### src/rtl/fp32_pkg.sv
// Shared IEEE-754 single-precision constants, FSM encoding and field helpers
// for the FP datapath (divider now, multiplier later).
package fp32_pkg;

  localparam int EXP_W    = 8;
  localparam int MAN_W    = 23;
  localparam int EXP_BIAS = (1 << (EXP_W - 1)) - 1;
  localparam int EXP_MAX  = (1 << EXP_W) - 1;
  localparam int ITERS    = MAN_W + 3;

  localparam logic [31:0] QNAN    = 32'h7FC00000;
  localparam logic [31:0] POS_INF = 32'h7F800000;

  typedef enum logic [2:0] {
    S_IDLE,
    S_UNPACK,
    S_DIVIDE,
    S_NORM,
    S_ROUND,
    S_DONE
  } state_t;

  function automatic logic f_sign(input logic [31:0] x);
    return x[31];
  endfunction

  function automatic logic [EXP_W-1:0] f_exp(input logic [31:0] x);
    return x[MAN_W +: EXP_W];
  endfunction

  function automatic logic [MAN_W-1:0] f_man(input logic [31:0] x);
    return x[MAN_W-1:0];
  endfunction

  // Exponent field of zero covers denormals too: they are flushed to zero.
  function automatic logic is_zero(input logic [31:0] x);
    return f_exp(x) == '0;
  endfunction

  function automatic logic is_inf(input logic [31:0] x);
    return (&f_exp(x)) && (f_man(x) == '0);
  endfunction

  function automatic logic is_nan(input logic [31:0] x);
    return (&f_exp(x)) && (f_man(x) != '0);
  endfunction

endpackage

### src/rtl/fp_round_rne.sv
// Round-to-nearest-even on a normalised mantissa with guard/round/sticky,
// plus overflow/underflow detection on the post-rounding exponent.
module fp_round_rne
  import fp32_pkg::*;
(
  input  logic                    [MAN_W-1:0] man,
  input  logic signed             [EXP_W+1:0] exp_in,
  input  logic                                guard,
  input  logic                                rnd,
  input  logic                                sticky,
  output logic                    [MAN_W-1:0] man_out,
  output logic                    [EXP_W-1:0] exp_out,
  output logic                                overflow,
  output logic                                underflow
);

  localparam logic signed [EXP_W+1:0] EXP_TOP  = (EXP_W + 2)'(EXP_MAX);
  localparam logic signed [EXP_W+1:0] EXP_ZERO = '0;

  logic                    inc;
  logic        [MAN_W:0]   sum;
  logic signed [EXP_W+1:0] exp_adj;

  always_comb begin
    inc       = guard & (rnd | sticky | man[0]);
    sum       = {1'b0, man} + {{MAN_W{1'b0}}, inc};
    // A carry out leaves the low bits at zero, which is the required 1.0 mantissa.
    man_out   = sum[MAN_W-1:0];
    exp_adj   = exp_in + signed'({{(EXP_W + 1){1'b0}}, sum[MAN_W]});
    exp_out   = exp_adj[EXP_W-1:0];
    overflow  = exp_adj >= EXP_TOP;
    underflow = exp_adj <= EXP_ZERO;
  end

endmodule

### src/rtl/float_divider.sv
// Sequential single-precision divider: restoring division, one quotient bit
// per clock, RNE rounding, denormals flushed to zero.
module float_divider
  import fp32_pkg::*;
(
  input  logic        clk,
  input  logic        rst,
  input  logic        start,
  input  logic [31:0] a,
  input  logic [31:0] b,
  output logic        busy,
  output logic        done,
  output logic [31:0] quotient
);

  localparam logic signed [EXP_W+1:0] BIAS_S = (EXP_W + 2)'(EXP_BIAS);
  localparam logic signed [EXP_W+1:0] ONE_S  = (EXP_W + 2)'(1);

  state_t state, state_nxt;

  logic        [31:0]      a_q, b_q;
  logic                    sign_q;
  logic signed [EXP_W+1:0] exp_q;
  logic        [MAN_W+1:0] rem_q;
  logic        [MAN_W:0]   mb_q;
  logic        [MAN_W+2:0] q_q;
  logic        [4:0]       cnt_q;

  logic                    accept;
  logic                    special;
  logic        [31:0]      special_res;
  logic signed [EXP_W+1:0] ea_s, eb_s;
  logic        [MAN_W+1:0] diff;
  logic                    ge;
  logic        [MAN_W-1:0] man_r;
  logic        [EXP_W-1:0] exp_r;
  logic                    ovf, unf;

  assign accept = start && (state == S_IDLE || state == S_DONE);
  assign busy   = (state == S_UNPACK) || (state == S_DIVIDE) ||
                  (state == S_NORM)   || (state == S_ROUND);
  assign done   = (state == S_DONE);

  assign ea_s = signed'({2'b00, f_exp(a_q)});
  assign eb_s = signed'({2'b00, f_exp(b_q)});
  assign diff = rem_q - {1'b0, mb_q};
  assign ge   = rem_q >= {1'b0, mb_q};

  // Special-operand classification, highest priority first.
  always_comb begin
    special     = 1'b1;
    special_res = QNAN;
    if (is_nan(a_q) || is_nan(b_q) || (is_zero(a_q) && is_zero(b_q)) ||
        (is_inf(a_q) && is_inf(b_q)))
      special_res = QNAN;
    else if (is_inf(a_q) || is_zero(b_q))
      special_res = {f_sign(a_q) ^ f_sign(b_q), POS_INF[30:0]};
    else if (is_zero(a_q) || is_inf(b_q))
      special_res = {f_sign(a_q) ^ f_sign(b_q), 31'h0};
    else
      special = 1'b0;
  end

  always_comb begin
    state_nxt = state;
    case (state)
      S_IDLE:   if (start) state_nxt = S_UNPACK;
      S_UNPACK: state_nxt = special ? S_DONE : S_DIVIDE;
      S_DIVIDE: if (cnt_q == 5'd1) state_nxt = S_NORM;
      S_NORM:   state_nxt = S_ROUND;
      S_ROUND:  state_nxt = S_DONE;
      S_DONE:   state_nxt = start ? S_UNPACK : S_IDLE;
      default:  state_nxt = S_IDLE;
    endcase
  end

  always_ff @(posedge clk) begin
    if (rst) state <= S_IDLE;
    else     state <= state_nxt;
  end

  always_ff @(posedge clk) begin
    if (rst) begin
      cnt_q    <= '0;
      quotient <= '0;
    end else begin
      case (state)
        S_UNPACK: begin
          cnt_q <= 5'(ITERS);
          if (special) quotient <= special_res;
        end
        S_DIVIDE: cnt_q <= cnt_q - 5'd1;
        S_ROUND: begin
          if (ovf)      quotient <= {sign_q, POS_INF[30:0]};
          else if (unf) quotient <= {sign_q, 31'h0};
          else          quotient <= {sign_q, exp_r, man_r};
        end
        default: ;
      endcase
    end
  end

  always_ff @(posedge clk) begin
    if (accept) begin
      a_q <= a;
      b_q <= b;
    end
    case (state)
      S_UNPACK: begin
        sign_q <= f_sign(a_q) ^ f_sign(b_q);
        exp_q  <= ea_s - eb_s + BIAS_S;
        rem_q  <= {2'b01, f_man(a_q)};
        mb_q   <= {1'b1, f_man(b_q)};
        q_q    <= '0;
      end
      S_DIVIDE: begin
        q_q   <= {q_q[MAN_W+1:0], ge};
        rem_q <= ge ? {diff[MAN_W:0], 1'b0} : {rem_q[MAN_W:0], 1'b0};
      end
      // A quotient below 1.0 has its leading one at q[24]; bring it to q[25].
      S_NORM: begin
        if (!q_q[MAN_W+2]) begin
          q_q   <= {q_q[MAN_W+1:0], 1'b0};
          exp_q <= exp_q - ONE_S;
        end
      end
      default: ;
    endcase
  end

  fp_round_rne u_round (
    .man       (q_q[MAN_W+1:2]),
    .exp_in    (exp_q),
    .guard     (q_q[1]),
    .rnd       (q_q[0]),
    .sticky    (|rem_q),
    .man_out   (man_r),
    .exp_out   (exp_r),
    .overflow  (ovf),
    .underflow (unf)
  );

endmodule
### config.mk
export PLATFORM = sky130hd
export DESIGN_NAME = float_divider
export DESIGN_NICKNAME = d
export VERILOG_FILES = /design/src/rtl/fp32_pkg.sv /design/src/rtl/fp_round_rne.sv /design/src/rtl/float_divider.sv
export SDC_FILE = /design/constraint.sdc
export NUM_CORES = 1
export LEC_CHECK = 0
export CAP_MARGIN = 20
export CORE_UTILIZATION = 41
export CTS_CLUSTER_SIZE = 40
export DETAILED_ROUTE_END_ITERATION = 16
export PLACE_DENSITY_LB_ADDON = 0.3
export SETUP_SLACK_MARGIN = 0.05
export SLEW_MARGIN = 20
export SYNTH_ARGS = -nofsm -noshare
export SYNTH_HDL_FRONTEND = slang
export SYNTH_SLANG_ARGS = --single-unit
### constraint.sdc
create_clock -name clk -period 9.4 [get_ports clk]
set_input_delay 1.88 -clock clk [delete_from_list [all_inputs] [get_ports clk]]
set_output_delay 1.88 -clock clk [all_outputs]
set_load 0.02 [all_outputs]
Word level (Yosys, flattened, before mapping)
Cells that the tools add are included.
W data, S select, Z words.
{ "totals": {"register_bits": 189, "word_cells": 91} }
{ "op_classes": {"eq_ne": 10, "mux": 22, "n_addsub": 7, "magnitude_cmp": 3, "n_reduce_logical": 34, "n_bitwise": 4} }
{ "op_table": {"columns": ["operator", "count"], "rows": [
  ["$mux W32", 4],
  ["$pmux W26 S3", 1],
  ["$pmux W32 S2", 1],
  ["$mux W31", 2],
  ["$pmux W25 S2", 1],
  ["$logic_not A23 Y1", 2],
  ["$reduce_bool A23 Y1", 2],
  ["$mux W26", 1],
  ["$ge A25 B24 Y1", 1],
  ["$mux W25", 1],
  ["$reduce_or A25 Y1", 1],
  ["$add A23 B1 Y24", 1],
  ["$sub A24 B24 Y24", 1],
  ["$pmux W10 S2", 1],
  ["$pmux W3 S6", 1],
  ["$logic_not A8 Y1", 2],
  ["$reduce_and A8 Y1", 2],
  ["$add A10 B2 Y10", 1],
  ["$add A9 B8 Y10 const B", 1],
  ["$ge A10 B9 Y1 const B", 1],
  ["$le A10 B1 Y1 const B", 1],
  ["$mux W10", 1],
  ["$pmux W5 S2", 1],
  ["$sub A10 B2 Y10 const B", 1],
  ["other kinds (19)", 48]
]} }

Logic depth before layout (Yosys ltp)
{ "depth": {"ltp_word": 10, "mapped_depth": 16} }

Modules after synthesis
A second synthesis with hierarchy kept.
{ "hier_totals": {"hier_cells": 918, "area_unflattened_um2": 9880.7} }
{ "by_module_without_submodules": {"columns": ["module", "instances", "cells_each", "seq_area_each_um2", "area_each_um2"], "rows": [
  ["float_divider", 1, 810, 5275.1, 9141.3],
  ["fp_round_rne", 1, 108, 0.0, 739.5]
]} }

Worst setup path after synthesis
Ideal clock, no wire load.
{ "synth_path": {"kind": "input to register", "from": "input start", "to": "register a_q[0] (enable)", "n_path_buf": 0, "arrival_time_ps": 6511, "setup_ps": 578, "t_required_ps": 8822, "path_slack_ps": 2311, "path_stages": 1, "path_cell_list": "nor3b_1"} }
{ "synth_via": {"elab_chain_len": 1} }
{ "synth_lines": {"columns": ["item", "line", "source"], "rows": [
  ["from (decl)", "float_divider.sv:8", "input logic start,"],
  ["$logic_and A1 B1 Y1", "float_divider.sv:39", "assign accept = start && (state == S_IDLE || state == S_DONE);"],
  ["to (signal assigned)", "float_divider.sv:105", "a_q <= a;"],
  ["to (decl)", "float_divider.sv:21", "logic [31:0] a_q, b_q;"]
]} }
Every way passes these cells.
A chain may end at the register's enable or synchronous reset.

Worst setup path in the final report
{ "layout_path": {"from": "register q_q[4]", "to": "register quotient[0]"} }
{ "layout_via": {"elab_chain_len": 6, "word_cells_on_any_way": 7} }
{ "layout_lines": {"columns": ["item", "line", "source"], "rows": [
  ["from (decl)", "float_divider.sv:26", "logic [MAN_W+2:0] q_q;"],
  ["from (signal assigned)", "float_divider.sv:117", "q_q <= {q_q[MAN_W+1:0], ge};"],
  ["from (signal assigned)", "float_divider.sv:123", "q_q <= {q_q[MAN_W+1:0], 1'b0};"],
  ["$add A23 B1 Y24 (*)", "fp_round_rne.sv:26", "sum = {1'b0, man} + {{MAN_W{1'b0}}, inc};"],
  ["$add A10 B2 Y10 (*)", "fp_round_rne.sv:29", "exp_adj = exp_in + signed'({{(EXP_W + 1){1'b0}}, sum[MAN_W]});"],
  ["$le A10 B1 Y1", "fp_round_rne.sv:32", "underflow = exp_adj <= EXP_ZERO;"],
  ["$mux W31", "float_divider.sv:95", "else if (unf) quotient <= {sign_q, 31'h0};"],
  ["$mux W31 (*)", "float_divider.sv:94", "if (ovf) quotient <= {sign_q, POS_INF[30:0]};"],
  ["$pmux W32 S2 (*)", "float_divider.sv:87", "case (state)"],
  ["to (signal assigned)", "float_divider.sv:94", null],
  ["to (signal assigned)", "float_divider.sv:95", null],
  ["to (signal assigned)", "float_divider.sv:96", "else quotient <= {sign_q, exp_r, man_r};"],
  ["to (decl)", "float_divider.sv:13", "output logic [31:0] quotient"]
]} }
Every way passes the cells marked *; elsewhere a longest branch is shown, timed or not.

==> impl_metrics.env <==
export IMPL_outcome="complete, no violations"
export IMPL_worst_r2r_endpoint="quotient[0]$_SDFFE_PP0P_"
export IMPL_ios=101
export IMPL_cts_tree="built"
export IMPL_r2r_start="q_q[4]$_DFFE_PP_"
export IMPL_grt_overflow_total=0
export IMPL_ys_seq_area_frac=0.544
export IMPL_cts_buffers=17
export IMPL_initial_core_util=0.423
export IMPL_ys_warn_count=0
export IMPL_dp_hpwl_microns=15300
export IMPL_hold_ws_ns=0.444
export IMPL_via_count=7002
export IMPL_portBuffers=100
export IMPL_diodes=0
export IMPL_synthesis_area_sq_um=9690
export IMPL_dp_cells=1297
export IMPL_clock_skew_ns=0.0133
export IMPL_syn_num_nets=1016
export IMPL_synth_edf_count=149
export IMPL_timing_hold_worst_endpoint="quotient[13]$_SDFFE_PP0P_"
export IMPL_use_met1=0.261
export IMPL_hp_start="quotient[13]$_SDFFE_PP0P_"
export IMPL_ys_ff_latch=189
export IMPL_ys_flop_type="edfxtp_1"
export IMPL_antenna_found_initial=0
export IMPL_die_area_sq_um=24300
export IMPL_synthAdderAreaFrac=0.0532
export IMPL_cts_htree_levels=4
export IMPL_cp_start_kind="flop"
export IMPL_hold_path_class="reg2reg"
export IMPL_dr_pass1_iters=5
export IMPL_vdd_drop_max_uv=129
export IMPL_worstMarginPinSlew_ns=0.986
export IMPL_setup_tns_ns=0
export IMPL_grt_use_total=0.181
export IMPL_fin_crit_sh=0.448
export IMPL_hold_depth=2
export IMPL_cts_root_buf="clkbuf_16"
export IMPL_syn_area_per_cell_sq_um=10.7
export IMPL_synth_distinct_cells=71
export IMPL_clock_latency_ns=0.44
export IMPL_drtIter0Drc=405
export IMPL_maxCapViolCount=0
export IMPL_cts_hold_buf=0
export IMPL_async_flop_share=0
export IMPL_critPathArrivalTime_ns=4.53
export IMPL_clock_sinks=189
export IMPL_synthCells=909
export IMPL_power_density_nw_per_um2=229
export IMPL_drive_gt1_frac=0.0551
export IMPL_power_leakage_nw=4.25
export IMPL_synth_top_family_by_area="simple AND/OR/NAND/NOR gates"
export IMPL_ant_nets=0
export IMPL_max_clock_freq_ghz=0.237
export IMPL_rrSetupSlack_ns=5.19
export IMPL_fin_nets=1111
export IMPL_setup_violations=0
export IMPL_r2r_worst_path_cells=15
export IMPL_synth_compound_area_frac=0.132
export IMPL_num_rows=55
export IMPL_grt_max_degree=65
export IMPL_coreArea_sq_um=22900
export IMPL_globalRouteMet2Util=0.274
export IMPL_grt_pass1_vias=6677
export IMPL_cts_resized=0
export IMPL_crit_path_end_kind="flop"
export IMPL_die_w_microns=156
export IMPL_area_growth_pct=19.8
export IMPL_report_final_slew_viol_count=0
export IMPL_yosys_area_share_simple=0.170
export IMPL_via_per_inst=5.26
export IMPL_drt_wirelength_per_cell_microns=15.8
export IMPL_synthMuxAreaShare=0.00749
export IMPL_finalNonFillerCells=1330
export IMPL_die_h_microns=156
export IMPL_use_met3=0.0344
export IMPL_drt_wl_total_microns=21000
export IMPL_grt_busiest_layer="met2"
export IMPL_final_min_clock_period_ns=4.21
export IMPL_worstPathRequired_ns=9.72
export IMPL_final_hold_violation_count=0
export IMPL_cts_buffer_depth=2
export IMPL_slew_headroom=0.339
export IMPL_gp_congestion=0.875
export IMPL_grt_pass1_wl_microns=34200
export IMPL_path_max_fanout=22
export IMPL_drc=0
export IMPL_clk_pin_slew_worst_paths_ns=0.08
export IMPL_post_cts_buffers=0
export IMPL_rsz0062_at_grt="no"
export IMPL_yosys_area_share_xor_xnor=0.0587
export IMPL_worst_setup_path_type="reg2reg"
-- layout by cell type, fill, tap and decap left out, drive strengths merged, types with 10 or more instances in the layout --
master           n
xnor2           30
nor2b           10
clkbuf          18
ha              38
nand4           15
xor2            35
nor2            64
a31oi           23
inv             56
dfxtp           40
clkdlybuf4s50  100
a21oi           41
o21bai          11
and2            29
a21o            20
nor4            25
nand3           22
nor3            21
o21ai           56
edfxtp         149
nand2          104
-- sequential cells by signal (all words and copies together), names as in the netlist, 3 cells and up --
signal	count
mb_q	23
state	3
q_q	26
a_q	32
rem_q	25
cnt_q	5
quotient	32
b_q	32
exp_q	10
-- synthesized netlist by cell type, types with 4 or more instances --
master	instances	area, sq um
and2_1	29	181
nor3_1	20	100
xnor2_1	30	263
o21ai_1	32	160
and3_1	9	56.3
nor2b_1	10	62.6
nand4_1	15	93.8
nand3_1	22	110
a21oi_1	40	200
nor4_1	25	156
nand2b_1	9	56.3
inv_1	47	176
mux2i_1	5	50.1
a21o_1	20	150
nor2_1	64	240
nand2_1	104	390
or3_1	5	31.3
buf_2	5	25.0
o41ai_1	4	35.0
edfxtp_1	149	4470
xor2_1	35	307
a31oi_1	22	138
o21bai_1	11	82.6
clkbuf_1	17	63.8
o21a_1	7	52.6
ha_1	38	475
nand3b_1	8	60.1
dfxtp_1	40	801
o21ai_0	23	115
-- layer usage --
metal / part of all wire / vias up / wire, microns
met1: 0.49 / 3289 / 10200
met2: 0.45 / 176 / 9350
li1: - / 3511 / -
met4: 0.018 / 0 / 368
met5: 0 / - / 0
met3: 0.048 / 26 / 1020
-- worst max-delay path, cell delays in order (launching register included) --
cell	delay [ns]
edfxtp_1	0.45
and4_1	0.28
nand3_1	0.16
or2_2	0.37
nor2_1	0.27
and3_1	0.23
ha_1	0.19
ha_1	0.28
nand4_1	0.19
inv_2	0.08
nand2_1	0.10
xor2_1	0.20
nand3b_1	0.09
o41ai_1	0.70
or3_4	0.42
o21ai_1	0.10
-- cells by family after synthesis --
group,count (synthesis)
AO/OA/AOI/OAI,195
XOR/XNOR,65
adder cells (fa/ha/maj),40
buffers and inverters,79
flip-flops,189
multiplexers,7
AND/OR/NAND/NOR,334
-- final cells by class --
class	instances	area, sq um
fillers	2048	11300
multi-input cells	641	4100
inverters	49	184
repair buffers	106	1050
well taps	313	392
flip-flops and latches	189	5280
clock buffers	18	450
clock inverters	14	163
-- report_power, final --
part	switching, W	internal (W)
logic	0.000437	0.000309
clock network	0.000356	0.000375
registers	0.000109	0.00107
-- through the flow --
| step | utilization | instance area, sq um | setup WS, ns | total power, W |
|---|---|---|---|---|
| detailed placement | 0.479 | 11000 | 5.18 | 0.00194 |
| CTS | 0.506 | 11600 | 5.18 | 0.00267 |
| global route | 0.507 | 11600 | 4.81 | 0.00282 |
| finish | 0.507 | 11600 | 5.19 | 0.00266 |
| floorplan | - | 9690 | 2.31 | 0.00174 |
| global placement | 0.479 | 11000 | 5.30 | 0.00193 |
-- worst max-delay path by stage --
stage / startpoint / to / slack (ns)
finish: q_q[4]$_DFFE_PP_ / quotient[0]$_SDFFE_PP0P_ / 5.19
detailed placement: q_q[4]$_DFFE_PP_ / quotient[17]$_SDFFE_PP0P_ / 5.18
global placement: q_q[4]$_DFFE_PP_ / quotient[5]$_SDFFE_PP0P_ / 5.30
CTS: q_q[4]$_DFFE_PP_ / quotient[6]$_SDFFE_PP0P_ / 5.18
global route: q_q[4]$_DFFE_PP_ / quotient[5]$_SDFFE_PP0P_ / 4.81
floorplan: start / a_q[0]$_DFFE_PP_ / 2.31
No activity file was read; power rests on OpenSTA's default activity.
